## src/rtl/uart_tx_fifo.sv

```systemverilog
// UART transmitter with a small byte FIFO in front of it.
// Bytes are taken on a valid/ready interface, queued, and sent as frames:
// start, data LSB-first, optional parity, then stop bits.
// All line timing comes from the single-cycle baud_tick enable.
module uart_tx_fifo #(
    parameter int DATA_BITS  = 8,
    parameter int PARITY     = 0,
    parameter int STOP_BITS  = 1,
    parameter int FIFO_DEPTH = 4
) (
    input  logic                          clk,
    input  logic                          rst,
    input  logic                          baud_tick,
    input  logic [DATA_BITS-1:0]          s_data,
    input  logic                          s_valid,
    output logic                          s_ready,
    output logic                          txd,
    output logic                          busy,
    output logic [$clog2(FIFO_DEPTH):0]   fifo_count
);

    localparam int AW = $clog2(FIFO_DEPTH);
    localparam int CW = AW + 1;

    localparam logic [CW-1:0] DepthCount = CW'(FIFO_DEPTH);
    localparam logic [3:0]    NumData    = 4'(DATA_BITS);
    localparam logic [1:0]    NumStop    = 2'(STOP_BITS);
    // Seed for the running XOR: 1 turns the result into odd parity.
    localparam logic          ParInit    = (PARITY == 1);

    typedef enum logic [2:0] {
        StIdle,
        StStart,
        StData,
        StPar,
        StStop
    } state_e;

    // ------------------------------------------------------------------
    // FIFO storage and bookkeeping
    // ------------------------------------------------------------------
    logic [DATA_BITS-1:0] mem [FIFO_DEPTH];
    logic [AW-1:0]        wr_ptr_q;
    logic [AW-1:0]        rd_ptr_q;
    logic [CW-1:0]        count_q;
    logic                 push;
    logic                 pop;
    logic                 fifo_empty;
    logic [DATA_BITS-1:0] fifo_head;

    // Ready depends only on the registered count, never on a same-cycle pop.
    assign s_ready    = (count_q != DepthCount);
    assign push       = s_valid && s_ready;
    assign fifo_empty = (count_q == '0);
    assign fifo_head  = mem[rd_ptr_q];

    // Storage write; contents need no reset since the count gates every read.
    always_ff @(posedge clk) begin
        if (push) begin
            mem[wr_ptr_q] <= s_data;
        end
    end

    // Pointer and occupancy update; pointers wrap naturally (power-of-two depth).
    always_ff @(posedge clk) begin
        if (rst) begin
            wr_ptr_q <= '0;
            rd_ptr_q <= '0;
            count_q  <= '0;
        end else begin
            if (push) begin
                wr_ptr_q <= wr_ptr_q + 1'b1;
            end
            if (pop) begin
                rd_ptr_q <= rd_ptr_q + 1'b1;
            end
            unique case ({push, pop})
                2'b10:   count_q <= count_q + 1'b1;
                2'b01:   count_q <= count_q - 1'b1;
                default: count_q <= count_q;
            endcase
        end
    end

    // ------------------------------------------------------------------
    // Transmit FSM and datapath
    // ------------------------------------------------------------------
    state_e               state_q, state_d;
    logic [DATA_BITS-1:0] shift_q, shift_d;
    logic [3:0]           bit_cnt_q, bit_cnt_d;
    logic [1:0]           stop_cnt_q, stop_cnt_d;
    logic                 par_q, par_d;
    logic                 txd_q, txd_d;
    logic                 busy_q, busy_d;

    // State register.
    always_ff @(posedge clk) begin
        if (rst) begin
            state_q <= StIdle;
        end else begin
            state_q <= state_d;
        end
    end

    // Next-state logic; the FSM only moves on baud ticks.
    always_comb begin
        state_d = state_q;
        if (baud_tick) begin
            unique case (state_q)
                StIdle: begin
                    if (!fifo_empty) begin
                        state_d = StStart;
                    end
                end
                StStart: begin
                    state_d = StData;
                end
                StData: begin
                    if (bit_cnt_q >= NumData) begin
                        state_d = (PARITY != 0) ? StPar : StStop;
                    end
                end
                StPar: begin
                    state_d = StStop;
                end
                StStop: begin
                    if (stop_cnt_q >= NumStop) begin
                        // Back-to-back frames skip IDLE entirely.
                        state_d = fifo_empty ? StIdle : StStart;
                    end
                end
                default: begin
                    state_d = StIdle;
                end
            endcase
        end
    end

    // Output and datapath next values; everything holds between ticks.
    always_comb begin
        pop        = 1'b0;
        txd_d      = txd_q;
        busy_d     = busy_q;
        shift_d    = shift_q;
        bit_cnt_d  = bit_cnt_q;
        stop_cnt_d = stop_cnt_q;
        par_d      = par_q;
        if (baud_tick) begin
            unique case (state_q)
                StIdle: begin
                    if (!fifo_empty) begin
                        pop     = 1'b1;
                        shift_d = fifo_head;
                        txd_d   = 1'b0;
                        busy_d  = 1'b1;
                    end
                end
                StStart: begin
                    txd_d     = shift_q[0];
                    bit_cnt_d = 4'd1;
                    par_d     = ParInit ^ shift_q[0];
                end
                StData: begin
                    if (bit_cnt_q < NumData) begin
                        // Bit 1 of the current shift value becomes the new LSB.
                        shift_d   = shift_q >> 1;
                        txd_d     = shift_q[1];
                        bit_cnt_d = bit_cnt_q + 1'b1;
                        par_d     = par_q ^ shift_q[1];
                    end else if (PARITY != 0) begin
                        txd_d = par_q;
                    end else begin
                        txd_d      = 1'b1;
                        stop_cnt_d = 2'd1;
                    end
                end
                StPar: begin
                    txd_d      = 1'b1;
                    stop_cnt_d = 2'd1;
                end
                StStop: begin
                    if (stop_cnt_q < NumStop) begin
                        stop_cnt_d = stop_cnt_q + 1'b1;
                        txd_d      = 1'b1;
                    end else if (!fifo_empty) begin
                        pop     = 1'b1;
                        shift_d = fifo_head;
                        txd_d   = 1'b0;
                    end else begin
                        txd_d  = 1'b1;
                        busy_d = 1'b0;
                    end
                end
                default: begin
                    txd_d  = 1'b1;
                    busy_d = 1'b0;
                end
            endcase
        end
    end

    // Datapath registers; reset aborts any frame and returns the line to idle.
    always_ff @(posedge clk) begin
        if (rst) begin
            txd_q      <= 1'b1;
            busy_q     <= 1'b0;
            shift_q    <= '0;
            bit_cnt_q  <= '0;
            stop_cnt_q <= '0;
            par_q      <= 1'b0;
        end else begin
            txd_q      <= txd_d;
            busy_q     <= busy_d;
            shift_q    <= shift_d;
            bit_cnt_q  <= bit_cnt_d;
            stop_cnt_q <= stop_cnt_d;
            par_q      <= par_d;
        end
    end

    assign txd        = txd_q;
    assign busy       = busy_q;
    assign fifo_count = count_q;

endmodule

```

## config.mk

```make
export PLATFORM = sky130hd
export DESIGN_NAME = uart_tx_fifo
export DESIGN_NICKNAME = d
export VERILOG_FILES = /design/src/rtl/uart_tx_fifo.sv
export SDC_FILE = /design/constraint.sdc
export NUM_CORES = 1
export LEC_CHECK = 0
export CELL_PAD_IN_SITES_DETAIL_PLACEMENT = 0
export CELL_PAD_IN_SITES_GLOBAL_PLACEMENT = 1
export CORE_MARGIN = 2
export CORE_UTILIZATION = 50
export DETAILED_ROUTE_END_ITERATION = 12
export PLACE_DENSITY_LB_ADDON = 0.1
export SETUP_SLACK_MARGIN = 0.1
export SYNTH_ARGS = -nofsm -noshare
export SYNTH_HDL_FRONTEND = slang
export SYNTH_SLANG_ARGS = --single-unit
```

## constraint.sdc

```tcl
create_clock -name clk -period 4.66 [get_ports clk]
set_input_delay 0.466 -clock clk [delete_from_list [all_inputs] [get_ports clk]]
set_output_delay 0.466 -clock clk [all_outputs]
set_load 0.01 [all_outputs]
```

# Word-level counts from Yosys, hierarchy flattened

Memories as Yosys holds them, arrays and structs flattened. A register that Yosys moved wholly into a read port is not among the register bits.
Cells that the tools add are included.

Multipliers: 0
Bitwise operators: 1
Reduce and logical (&&, ||, !) cells: 14
Divide/modulo/power cells: 0
$lt $le $gt $ge: 4
Add/subtract/negate cells: 6
Multiplexer cells: 32
Shift-type cells: 0
Eq/ne operators: 15

Operators by type and width:

| operator            | number |
|---|---|
| $mux 8              | 3 |
| $pmux 8 s3          | 1 |
| $ne 2x2->1 const B  | 8 |
| $pmux 3 s5          | 1 |
| $mux 1              | 13 |
| $reduce_and 4->1    | 3 |
| $mux 3              | 3 |
| $mux 2              | 4 |
| $pmux 4 s2          | 1 |
| $add 2x1->2 const B | 3 |
| $eq 3x2->1 const B  | 2 |
| $logic_not 3->1     | 2 |
| $pmux 2 s3          | 1 |
| $pmux 3 s2          | 1 |
| $reduce_bool 3->1   | 2 |
| $reduce_and 5->1    | 1 |
| $add 4x1->4 const B | 1 |
| $ge 4x4->1 const B  | 1 |
| $lt 4x4->1 const B  | 1 |
| $mux 4              | 1 |
| $pmux 1 s4          | 1 |
| $reduce_bool 2->1   | 2 |
| $add 3x1->3 const B | 1 |
| $eq 3x1->1 const B  | 1 |
| 14 further kinds    | 14 |

Word-level logic and storage cells: 82
RAM bits: 32
Input port bits: 12
Memories kept: 1
Latch bits: 0
ROM bits: 0
Output and inout bits: 6
Bits in registers: 26

Memory list:

| memory | words | bits a word | rd ports | clocked after Yosys merged registers in | write ports | line | text |
|---|---|---|---|---|---|---|---|
| mem    | 4     | 8           | 1        | 1                                       | 1           | 42   | `logic [DATA_BITS-1:0] mem [FIFO_DEPTH];` |

# Logic depth before layout (Yosys ltp)

Gate-level depths: netlist of the first run.

Depth after elaboration: 7
Gate-level depth with buffers: 11
Depth with buffers taken out: 11

# Worst setup path before layout of the first run

Ideal clock, no wire load.

Kind: register to register
Start: reg count_q[2] (netlist: fifo_count[2])
End: reg count_q[2] (netlist: fifo_count[2])
Setup time: 0.070 ns
Required time: 4.590 ns
Stages on the path, launching flop included: 10
Data arrival time: 2.313 ns
Path buffers: 0
Period minus slack after synthesis: 2.382 ns
Path slack: 2.278 ns
Path through: dfxtp_1 or3b_1 and2_1 inv_1 ha_1 inv_1 fa_1 xor2_1 or3_1 a21oi_1

Elaborated cells on any way between the ends: 13
Those cells by class: add/sub: 2; eq/ne: 3; mux: 5; reduce/logical: 3

RTL lines:

| element                                                | line | text |
|---|---|---|
| start: declaration                                     | 45   | `logic [CW-1:0] count_q;` |
| start signal: assignment                               | 78   | `2'b10: count_q <= count_q + 1'b1;` |
| start signal: assignment                               | 79   | `2'b01: count_q <= count_q - 1'b1;` |
| start signal: assignment                               | 80   | `default: count_q <= count_q;` |
| $ne 3x3->1 *                                           | 52   | `assign s_ready = (count_q != DepthCount);` |
| via s_ready                                            | 16   | `output logic s_ready,` |
| $logic_and 1x1->1 *                                    | 53   | `assign push = s_valid && s_ready;` |
| $eq 2x1->1 / $eq 2x2->1 (equally long branches)        | 77   | `unique case ({push, pop})` |
| $pmux 3 s2 / $reduce_bool 2->1 (equally long branches) | -    |  |

Mark *: on every way through the listed nets, which the timed path passes. The rest lies on a longest branch.
A chain may end at the register's enable or synchronous reset.

# Worst setup path in the final report of the first run

Start: in baud_tick
End: reg count_q[2] (netlist: fifo_count[2])

Word-level cells in the longest chain between the ends: 3
Elaborated cells on any way between the ends: 5
Those cells by class: eq/ne: 2; mux: 2; reduce/logical: 1

RTL lines:

| element                                                | line | text |
|---|---|---|
| start: declaration                                     | 13   | `input logic baud_tick,` |
| $mux 1 *                                               | 148  | `if (baud_tick) begin` |
| via pop                                                | 47   | `logic pop;` |
| $eq 2x1->1 / $eq 2x2->1 (equally long branches)        | 77   |  |
| $pmux 3 s2 / $reduce_bool 2->1 (equally long branches) | -    |  |

Marked as above.

==> results of run 1 <==
[cells by family after synthesis]
kind of cell             count (synthesis)  share of synthesized area (%)
AO/OA/AOI/OAI                           46                          12.62
XOR/XNOR                                 5                          1.624
adder cells (fa/ha/maj)                  9                          4.453
buffers and inverters                   33                          5.844
flip-flops                              60                          56.40
multiplexers                             9                          7.050
AND/OR/NAND/NOR                         56                          12.01
[area by class of cell]
| type | instances | area, sq um |
|---|---|---|
| clock buffer | 9 | 123.9 |
| clock inverter | 7 | 43.79 |
| fill | 420 | 2125 |
| inverter | 22 | 82.58 |
| multi-input combinational | 125 | 1018 |
| sequential | 60 | 1521 |
| tap | 70 | 87.58 |
| timing repair buffer | 17 | 170.2 |
[routing by layer]
metal  up-vias  share of wire, %  GRT usage, %
met4         0               1.1         10.54
li1        829                 -             -
met5         -                 0             0
met3         6               3.8         4.535
met1       820                44         22.08
met2        31                51         28.26
[power breakdown]
group	internal, mW	total (mW)	switching [mW]
clock network	0.188	0.391	0.203
registers	0.656	0.741	0.0852
logic	0.241	0.478	0.236
total	1.09	1.61	0.525
[cell usage in the layout, fill, tap and decap left out, types with 2 or more instances in the layout]
cell / n
edfxtp_1: 32
dfxtp_1: 28
inv_1: 22
clkdlybuf4s50_1: 17
nor2_1: 15
a21oi_1: 11
clkbuf_8: 9
o21ai_0: 8
mux4_2: 8
a211oi_1: 8
ha_1: 8
nand2_1: 7
a2111oi_0: 6
and3_1: 4
nor3_1: 4
nor2b_1: 4
clkinvlp_4: 4
xor2_1: 3
and2b_2: 3
or2_2: 2
xnor2_1: 2
nand2b_1: 2
and2b_1: 2
or3_1: 2
nand3_1: 2
clkinv_2: 2
[cells in the mapped netlist (2+ instances only)]
cell	n
clkbuf_2	3
or3_1	2
dfxtp_1	28
a21oi_1	11
and2b_2	3
and2b_1	2
inv_1	22
nor2_1	15
ha_1	8
buf_6	3
xor2_1	3
xnor2_1	2
mux4_2	8
edfxtp_1	32
or2_2	2
nor2b_1	4
a211oi_1	8
buf_2	3
a2111oi_0	6
nand2_1	7
nand2b_1	2
nor3_1	4
nand3_1	2
o21ai_0	8
and3_1	4
[worst max-delay path: stages]
cell and delay [ns]:
clkdlybuf4s50_1 0.66, nand4_1 0.26, inv_1 0.11, ha_1 0.20, inv_1 0.06, fa_1 0.38
xor2_1 0.16, or3_1 0.31, a21oi_1 0.14
[final timing paths]
| path | slack, ns | from | to |
|---|---|---|---|
| setup reg to reg | 2.15 | fifo_count[2]$_SDFFE_PP0P_ | fifo_count[2]$_SDFFE_PP0P_ |
| hold reg to reg | 0.46 | shift_q[4]$_SDFFE_PP0P_ | shift_q[4]$_SDFFE_PP0P_ |
| hold / removal | 0.46 | shift_q[4]$_SDFFE_PP0P_ | shift_q[4]$_SDFFE_PP0P_ |
| setup / recovery | 2.15 | baud_tick | fifo_count[2]$_SDFFE_PP0P_ |
[state kept, by name (all words and copies together), names as in the netlist, named ones only]
signal,flops
mem,32
shift_q,8
bit_cnt_q,4
fifo_count,3
state_q,3
rd_ptr_q,2
stop_cnt_q,2
wr_ptr_q,2
busy,1
txd,1
[through the flow]
stage | util [%] | hold WS, ns
floorplan | - | 0.4317
global placement | 55.68 | 0.4425
detailed placement | 55.68 | 0.4512
CTS | 58.93 | 0.4603
global route | 58.93 | 0.4691
finish | 58.93 | 0.4557
==> results.cfg, run 1 <==
[run_status]
outcome = finished, final reports clean

[clock_network]
clk_pin_slew_ns = 0.07
cts_setup_buffers = 0
cts.sinks = 60
cts_resized = 0
cts_buffers = 9
clockRootBuffer = clkbuf_8
h-tree-depth = 3
insertion_delay_ns = 0.33
clockBufferDepth = 2
cts_hold_buf = 0
cts_tree = yes

[place]
dpl_cell_area_sq_um = 2880
placed_cells = 294
dp_slack_ns = 1.796
place.detailed.hpwl_um = 3467
routabilityCongestion = 0.8199
port_buffers = 17

[yosys]
synth_top_area_share_pct = 35.62
synth_cells = 218
synth_seq_cells = 60
synth_edf_count = 32
async_flop_share_pct = 0
synthesis.area_sq_um = 2698
synth_warnings = 0
syn_avg_cell_area_sq_um = 12.37
yosys-top-cells-area = edfxtp_1 (36%), dfxtp_1 (21%), mux4_2 (6.7%)
ys_seq_area_share_pct = 56.40
yosysUniqueCellTypes = 51
syn-num-nets = 239
yosys.area.top_type = edfxtp_1
synth_ff_type = edfxtp_1

[routing]
vias = 1686
drc_errors = 0
final_antenna_net_count = 0
wl_per_cell_um = 15.48
wirelength_um = 4799
avgViaCountPerCell = 5.439
dr.first_iter.drc_count = 64
drt_pass1_iterations = 4

[global_route]
track_usage_pct = 17.83
grt_pass1_vias = 1684
antenna_found_initial = 0
grt_overflow = 0
grt_first_pass_wirelength_um = 8031
grt_max_degree = 25

[floorplanning]
boundaryPins = 18
start_util_pct = 52.15
die_w_um = 77.45
num_rows = 26
die_area_sq_um = 5999
core_area_sq_um = 5172
die_h_um = 77.45

[timing]
post-route-period-util_pct = 53.91
period_needed_ns = 2.512
relSlewSlack_pct = 40.81
finalSetupTns_ns = 0
timing.final.hold_violations = 0
finalMaxSlewViolations = 0
max_freq_mhz = 398.0
setup_ws_ns = 2.148
clock_skew_ns = 0.003642
tightestPinTransition_ns = 0.8851
rsz0062_at_grt = false
setup_viol = 0

[critical_path]
cp_max_fo = 10
arrival_ns = 2.76
reg2reg_depth = 9
start_kind = input port
worstPathRequired_ns = 4.90
end_kind = flop
path_class = input port to flop

[run]
maxCapViolations = 0

[pwr]
fin_total_pwr_mw = 1.610
power_density_nw_per_um2 = 528.4
ir_drop_v = 0.0002964
p_leak_nw = 1.064

[final_layout]
num_antenna_cells = 0
layout.cells.non_filler = 310
fin_area_sq_um = 3048
nNetsFinal = 256
layout-drive-gt1-share_pct = 14.58
area_growth_pct = 12.99

[hold_path]
min_path_type = flop to flop
worstHoldPathCells = 2
(Power assumes the default switching activity.)
==> run 2: changes to the inputs <==
CORE_UTILIZATION = 43   (was 50)
clock period = 2.22 ns   (was 4.66 ns; I/O delays follow)
==> results.cfg, run 2 (synthesized netlist as in run 1, its figures left out) <==
[timing]
relSlewSlack_pct = 65.43
tightestPinTransition_ns = 0.5131
rsz0062_at_grt = true
post-route-period-util_pct = 98.96
timing.final.hold_violations = 0
max_freq_mhz = 455.2
period_needed_ns = 2.197
clock_skew_ns = 0.005719
setup_viol = 0
finalMaxSlewViolations = 0

[hold_path]
min_path_type = flop to flop

[floorplanning]
start_util_pct = 45.03
die_h_um = 83.21
die_w_um = 83.21
num_rows = 28
core_area_sq_um = 5991
boundaryPins = 18
die_area_sq_um = 6923

[final_layout]
largestRegisters = mem x32, shift_q x8, bit_cnt_q x4
final_cell_mix = edfxtp_1 (32), dfxtp_1 (25), inv_1 (19), buf_4 (19), clkdlybuf4s50_1 (17)
fillCellCount = 500
layout-drive-gt1-share_pct = 27.69
final_common_cell = edfxtp_1
fin_area_sq_um = 3312
area_growth_pct = 22.77
multi_input_area_sq_um = 1080
register_area_sq_um = 1533
regMostFlops = mem
num_antenna_cells = 0
largest_reg_flops = 32
nNetsFinal = 276

[clock_network]
clockBufferDepth = 2
cts_hold_buf = 0
h-tree-depth = 3
cts.sinks = 60
clk_pin_slew_ns = 0.07
insertion_delay_ns = 0.33
cts_buffers = 9
cts_tree = yes
clockRootBuffer = clkbuf_8

[pwr]
combPwrFrac_pct = 35.5
power.share.switching_pct = 31.75
p_sw_mw = 1.208
p_leak_nw = 1.192
ir_drop_v = 0.0006635
power_density_nw_per_um2 = 1149
p_int_mw = 2.597
fin_total_pwr_mw = 3.805
pwr-share-seq_pct = 39.0
clockPowerShare_pct = 25.5

[global_route]
grt_pass1_vias = 1766
grt_max_degree = 16
antenna_found_initial = 0
grt_overflow = 0
track_usage_pct = 16.20
grt_first_pass_wirelength_um = 8569

[critical_path]
start_kind = flop
worstPathRequired_ns = 2.48
path_buf_inv = 2
arrival_ns = 2.46
critPathMaxStageDelay_ns = 0.39
crit_slowest_cell = or3b_4
cp_common_cell = inv_2
end_kind = flop
path_class = flop to flop
path_cells = or3b_4 > and2_4 > inv_2 > ha_4 > inv_2 > fa_2 > xor2_1 > or3_4 > a21oi_4
cp_max_fo = 3
cpLargestDelayFamily = simple AND/OR/NAND/NOR gates

[place]
port_buffers = 17
place.detailed.hpwl_um = 3629
dpl_cell_area_sq_um = 2987
routabilityCongestion = 0.8573

[routing]
dr.first_iter.drc_count = 78
vias = 1794
wirelength_um = 5338
final_antenna_net_count = 0
avgViaCountPerCell = 5.355
wl_per_cell_um = 15.93
drt_pass1_iterations = 4
drc_errors = 0

[run]
maxCapViolations = 0

[run_status]
outcome = finished, final reports clean
-- run 2: per-stage QoR --
stage / worst slack (ns) / util, % / cells / setup TNS, ns / hold slack (ns)
3_5_place_dp: 0.05135 / 49.85 / 308 / 0 / 0.4456
4_1_cts: 0.04811 / 54.18 / 331 / 0 / 0.4574
3_3_place_gp: 0.1036 / 49.85 / 308 / 0 / 0.4443
5_1_grt: -0.03568 / 55.28 / 335 / -0.03568 / 0.4913
6_report: 0.02299 / 55.28 / 335 / 0 / 0.4570
2_1_floorplan: 0.1148 / - / 218 / 0 / 0.2941
-- run 2: path summary, 6_finish.rpt --
check	startpoint	end	slack (ns)	cells past startpoint
setup reg to reg	fifo_count[1]$_SDFFE_PP0P_	fifo_count[2]$_SDFFE_PP0P_	0.02	9
hold reg to reg	shift_q[2]$_SDFFE_PP0P_	shift_q[2]$_SDFFE_PP0P_	0.46	2
setup / recovery	fifo_count[1]$_SDFFE_PP0P_	fifo_count[2]$_SDFFE_PP0P_	0.02	9
hold / removal	shift_q[2]$_SDFFE_PP0P_	shift_q[2]$_SDFFE_PP0P_	0.46	2
-- run 2: power by group through the flow --
stage / registers (mW) / clock network [mW] / logic (mW)
after floorplan: 1.50 / 0 / 0.871
after global placement: 1.51 / 0 / 1.17
after detailed placement: 1.52 / 0 / 1.19
after CTS: 1.48 / 0.995 / 1.27
after global routing: 1.51 / 1.04 / 1.49
final: 1.48 / 0.970 / 1.35
-- run 2: timing repair --
item	CTS	global route
resized for setup	4	9
cloned	0	0
endpoints found under the setup margin	1	3
setup buffers	7	4
pin swaps	1	5
-- run 2: final cells by class --
class                   instances  share of cell area [%]
multi-input cells             125                   32.60
clock buffers                   9                   3.740
inverters                      22                   2.493
flip-flops and latches         60                   46.28
clock inverters                 7                   2.267
repair buffers                 37                   9.785
well taps                      75                   2.833
-- run 2: worst reg2reg max path: cells and delay by family (launching register included) --
kind	cells	cell delay (ns)
AOI/OAI and AO/OA	1	0.13
xor gates and xnor gates	1	0.18
adders and majority gates	2	0.46
and+or+nand+nor	3	0.91
DFF	1	0.34
buffers and inverters	2	0.11
-- run 2: metal layers --
| metal | share of wire (%) | routed length, um | vias to the layer above | global-route usage (%) |
|---|---|---|---|---|
| met1 | 45 | 2419 | 887 | 19.51 |
| met2 | 50 | 2646 | 30 | 26.76 |
| li1 | - | - | 867 | - |
| met3 | 3.2 | 170 | 10 | 4.871 |
| met4 | 1.9 | 102 | 0 | 7.303 |
| met5 | 0 | 0 | - | 0 |
==> run 3: changes to the inputs <==
ABC_CLOCK_PERIOD_IN_PS = 2220   (was not set)
==> results of run 3 <==
Same layout as run 2: the final DEF is identical, and so are final timing and power.
==> RTL change 1: new RTL, config.mk and constraints of run 3 <==
Make the reset (`rst`) asynchronous in 3 clocked blocks.
--- a/src/rtl/uart_tx_fifo.sv
+++ b/src/rtl/uart_tx_fifo.sv
@@ -63,5 +63,5 @@
 
     // Pointer and occupancy update; pointers wrap naturally (power-of-two depth).
-    always_ff @(posedge clk) begin
+    always_ff @(posedge clk or posedge rst) begin
         if (rst) begin
             wr_ptr_q <= '0;
@@ -95,5 +95,5 @@
 
     // State register.
-    always_ff @(posedge clk) begin
+    always_ff @(posedge clk or posedge rst) begin
         if (rst) begin
             state_q <= StIdle;
@@ -201,5 +201,5 @@
 
     // Datapath registers; reset aborts any frame and returns the line to idle.
-    always_ff @(posedge clk) begin
+    always_ff @(posedge clk or posedge rst) begin
         if (rst) begin
             txd_q      <= 1'b1;
Formal check against the unedited RTL: differs if rst is asserted again (counterexample within 4 cycles, from zero or initial values and one cycle with rst high); with rst held inactive, the same outputs for 10 cycles.
==> RTL change 1 against run 3 <==
Clock power decreased by 1%. Final area decreased by 4.5%. Total power increased by 12%. Synthesized area decreased by 2.1%. Sequential cell count decreased by 2. Worst setup slack improved by 0.16 ns. Wire length decreased by 9.6%. Utilization decreased by 1.9 points. Critical path type unchanged. Critical endpoint is now fifo_count[2]$_DFFE_PP0P_. Largest cell class unchanged. Largest power group unchanged.
==> RTL change 1: results (changes against run 3) <==
drive_above_1_share: 0.219  # -0.0575
crit_slowest_cell: "dfrtp_1"
synth.distinct_cells: 43  # -16%
cts_made_buffers: 9  # unchanged
synth_flop_cell: "edfxtp_1"
grt_pass1_vias: 1678  # -5.0%
dp.cells: 295  # -4.2%
grt.total_usage: 0.165  # +0.00302
grt_pass1_wl_um: 7960  # -7.2%
drt_iter0_drc: 83  # +6.4%
cts.reportedPaths.clkPinSlew_ns: 0.07  # about the same
nets: 253  # -8.3%
synthesis.nets: 223  # -6.7%
port_buffers: 17  # unchanged
dr.pass1.iters: 4  # unchanged
vias_per_cell: 5.21  # -2.6%
htreeDepth: 3  # unchanged
slew_headroom: 0.610  # -0.0442
drc_errors: 0  # unchanged
top_regs: "mem x32, shift_q x8, bit_cnt_q x4"
async_reset_ff_frac: 0.448  # +0.448
status: "completed"
skew_ns: 0.00642  # +0.000705 ns
swShare: 0.348  # +0.0303
clk_latency_ns: 0.33  # about the same
root_buffer: "clkbuf_8"
path_max_fanout: 6  # +3
cpPeakStageDelay_ns: 0.46  # +0.07 ns
avgSynthCellArea_sq_um: 13.1  # +5.7%
n_antenna_cell: 0  # unchanged
synth_warnings: 0  # unchanged
synthTopCellsByArea: "edfxtp_1, dfrtp_1, mux4_2"
num_vias: 1627  # -9.3%
post_dp_cell_area_sq_um: 2940  # -1.7%
gp_congestion: 0.713  # -17%
antenna_found_initial: 0  # unchanged
ys_seq_area_frac: 0.611  # +0.0466
leakage_nw: 1.23  # +3.2%
grt_start_max_net_pins: 27  # +11
hpwlAfterDp_um: 3260  # -10%
synth_edf_count: 32  # unchanged
peakVddDrop_mv: 0.596  # -10%
ff2ff_path_depth: 10  # +1
hp-class: "input pin to asynchronous set/reset pin"
synth_top_cells_by_count: "edfxtp_1, dfrtp_1, nand2_1, inv_1"
clockBufferDepth: 2  # unchanged
worst-endpoint-arrival_ns: 2.29  # -0.17 ns
wl_per_cell_um: 15.5  # -2.9%
## RTL change 1: cell types whose count changed in the layout (fill, tap and decap cells not counted), sizes merged, moves of 8 or more
cell | before | now
dfxtp | 28 | 0
a211oi | 8 | 0
nand2 | 7 | 23
inv | 24 | 16
dfrtp | 0 | 25
buf | 20 | 11
a31oi | 1 | 10
## RTL change 1: stage by stage
stage	power, mW	setup slack [ns]	utilization
2_1_floorplan	2.87	-0.0219	-
3_3_place_gp	3.24	0.0493	0.496
3_5_place_dp	3.33	0.00241	0.496
4_1_cts	4.31	0.103	0.531
5_1_grt	4.61	0.0729	0.534
6_report	4.28	0.178	0.534
## RTL change 1: final timing paths
| check | start | to | slack (ns) |
|---|---|---|---|
| max in group asynchronous | rst | txd$_DFFE_PP1P_ | 1.65 |
| min | rst | fifo_count[2]$_DFFE_PP0P_ | 0.26 |
| min in group clk | txd$_DFFE_PP1P_ | txd$_DFFE_PP1P_ | 0.52 |
| max | fifo_count[0]$_DFFE_PP0P_ | fifo_count[2]$_DFFE_PP0P_ | 0.18 |
| max reg2reg | fifo_count[0]$_DFFE_PP0P_ | fifo_count[2]$_DFFE_PP0P_ | 0.18 |
| min reg2reg | txd$_DFFE_PP1P_ | txd$_DFFE_PP1P_ | 0.52 |
## RTL change 1: repair_timing
action | CTS | global route
setup buffers | 0 | 1
resized for setup | 3 | 4
endpoints found under the setup margin | 1 | 1
pin swaps | 0 | 3
## RTL change 1: layout make-up
type,instances,area (sq um)
clock buffer,11,141
clock inverter,5,55.1
fill,496,2760
inverter,16,60.1
multi-input combinational,119,946
sequential,58,1610
tap,75,93.8
timing repair buffer,28,253
## RTL change 1: power by group through the flow
stage	Combinational, mW	Clock (mW)	Sequential, mW
after floorplan	1.21	0	1.66
after global routing	1.75	1.05	1.80
after detailed placement	1.55	0	1.78
after global placement	1.48	0	1.75
final	1.57	0.956	1.76
after CTS	1.56	0.989	1.76
## RTL change 1: logic make-up after synthesis
| family | Yosys count | synth area share |
|---|---|---|
| and+or+nand+nor | 53 | 0.108 |
| DFF | 58 | 0.611 |
| AOI/OAI and AO/OA | 40 | 0.0938 |
| xor gates and xnor gates | 6 | 0.0199 |
| adders and majority gates | 9 | 0.0455 |
| buffers and inverters | 25 | 0.0412 |
| muxes | 11 | 0.0805 |
## RTL change 1: worst max-delay path: cells and delay by family (launching register included)
kind | cells | cell delay [ns]
buffers and inverters | 3 | 0.23
and+or+nand+nor | 3 | 0.48
xor gates and xnor gates | 2 | 0.31
adders and majority gates | 2 | 0.49
DFF | 1 | 0.46
## RTL change 1: layer usage
metal	up-vias	track usage	routed length, um
li1	792	-	-
met1	812	0.204	2150
met2	19	0.262	2510
met3	4	0.0533	117
met4	0	0.0783	45
met5	-	0	0
==> RTL change 2: new RTL, config.mk and constraints of run 3 <==
Without the edit above. Change the parameter `PARITY` from 0 to 1.
--- a/src/rtl/uart_tx_fifo.sv
+++ b/src/rtl/uart_tx_fifo.sv
@@ -5,5 +5,5 @@
 module uart_tx_fifo #(
     parameter int DATA_BITS  = 8,
-    parameter int PARITY     = 0,
+    parameter int PARITY     = 1,
     parameter int STOP_BITS  = 1,
     parameter int FIFO_DEPTH = 4
Check against the original RTL: same outputs for any inputs over 10 cycles, from zero or initial values and one cycle with rst high; that may be too few to reach the edited logic, so the function may still have changed.
==> RTL change 2 against run 3 <==
Final area is 0.60% lower. Clock skew hardly changed. Total power is 8.8% higher. Synthesized cell count is 7.3% higher. Wire length is 5.5% lower. Sequential cell count is 1 higher. Worst setup slack better by 0.014 ns. Synthesized area is 3.0% higher. Via count is 1.7% higher. Count of clock-buffer cells in the layout is 1 higher. Largest cell class unchanged.
==> RTL change 2: results (changes against run 3) <==
status: "completed"
grt_pass1_vias: 1800  # +1.9%
met3_usage: 0.0442  # -0.00446
ctsHoldBuffers: 0  # unchanged
post_dp_cell_area_sq_um: 3080  # +3.1%
port_buffers: 17  # unchanged
drt_iter0_drc: 93  # +19%
async_reset_ff_frac: 0  # unchanged
met3_length_um: 144  # -15%
synth_edf_count: 32  # unchanged
path_max_fanout: 3  # unchanged
hpwlAfterDp_um: 3440  # -5.3%
synth_top_cells_by_count: "edfxtp_1, dfxtp_1, nor2_1, nand2_1, a21oi_1"
htreeDepth: 3  # unchanged
peakVddDrop_mv: 0.534  # -20%
avgSynthCellArea_sq_um: 11.9  # -4.1%
top_regs: "mem x32, shift_q x8, bit_cnt_q x4"
worst-endpoint-arrival_ns: 2.44  # -0.02 ns
grt.total_usage: 0.153  # -0.00935
synth_top_area_frac: 0.346  # -0.0103
gp_congestion: 0.751  # -12%
routed_wl_um: 5050  # -5.5%
critPathTopFamily: "simple AND/OR/NAND/NOR gates"
maxUsedRoutingLayer: "met4"
dp.cells: 329  # +6.8%
leakage_nw: 1.17  # -2.0%
m1WireLength_um: 2460  # +1.6%
cts_made_buffers: 9  # unchanged
min_from: "baud_tick"
rrSetupSlack_ns: 0.04
grt_start_max_net_pins: 29  # +13
grt.met2_usage: 0.246  # -0.0216
rr_startpoint: "state_q[1]$_SDFFE_PP0P_"
place_ws_ns: -0.327  # -0.379 ns
synthTopCellsByArea: "edfxtp_1, dfxtp_1, mux4_2"
wl_met2_um: 2390  # -9.8%
synthesis.nets: 256  # +7.1%
synth.distinct_cells: 44  # -14%
grt_pass1_wl_um: 8600  # +0.41%
nets: 286  # +3.6%
synth_warnings: 0  # unchanged
wl_per_cell_um: 14.6  # -8.5%
cpPeakStageDelay_ns: 0.42  # +0.03 ns
crit_slowest_cell: "or3b_4"
hold_ws_ns: 0.425  # -0.0322 ns
hold_path_end: "busy$_SDFFE_PP0P_"
grtUsageMet1: 0.201  # +0.00580
root_buffer: "clkbuf_8"
drive_above_1_share: 0.201  # -0.0762
hp-class: "input pin to register"
min_path_cells: 5  # +3
ff2ff_path_depth: 8  # -1
ys_seq_area_frac: 0.555  # -0.00905
r2r_end: "fifo_count[2]$_SDFFE_PP0P_"
tightest_slew_ns: 0.443  # -0.0700 ns
clk_latency_ns: 0.33  # about the same
vias_per_cell: 5.27  # -1.5%
skew_ns: 0.00552  # -0.000198 ns
## RTL change 2: worst max-delay path by stage
stage | from | endpoint | slack, ns | depth (start not counted)
after CTS | baud_tick | fifo_count[2]$_SDFFE_PP0P_ | 0.01 | 9
after floorplan | state_q[0]$_SDFFE_PP0P_ | fifo_count[2]$_SDFFE_PP0P_ | -0.03 | 9
after global routing | state_q[1]$_SDFFE_PP0P_ | fifo_count[2]$_SDFFE_PP0P_ | -0.05 | 8
after global placement | baud_tick | fifo_count[2]$_SDFFE_PP0P_ | -0.29 | 9
final | state_q[1]$_SDFFE_PP0P_ | fifo_count[2]$_SDFFE_PP0P_ | 0.04 | 8
after detailed placement | baud_tick | fifo_count[2]$_SDFFE_PP0P_ | -0.33 | 9
## RTL change 2: repair_timing
action	in CTS	in global routing
resized for setup	0	2
setup endpoints to repair	1	2
setup buffers	0	1
## RTL change 2: cell families after synthesis
family | Yosys count | synth area share
AND/OR/NAND/NOR | 80 | 0.146
AO/OA/AOI/OAI | 45 | 0.124
XOR/XNOR | 5 | 0.0158
adder cells (fa/ha/maj) | 10 | 0.0477
buffers and inverters | 23 | 0.0392
multiplexers | 10 | 0.0721
flip-flops | 61 | 0.555
## RTL change 2: area by class of cell
| type | instances | area (sq um) |
|---|---|---|
| tap | 77 | 96.3 |
| sequential | 61 | 1540 |
| clock inverter | 6 | 72.6 |
| fill | 593 | 3020 |
| multi-input combinational | 150 | 1130 |
| inverter | 11 | 41.3 |
| timing repair buffer | 31 | 278 |
| clock buffer | 10 | 128 |
## RTL change 2: power by group
part | internal, mW | switching, mW | leakage (nW)
sequential | 1.43 | 0.164 | 0.532
clock | 0.528 | 0.472 | 0.0971
combinational | 0.741 | 0.800 | 0.540
total | 2.70 | 1.44 | 1.17
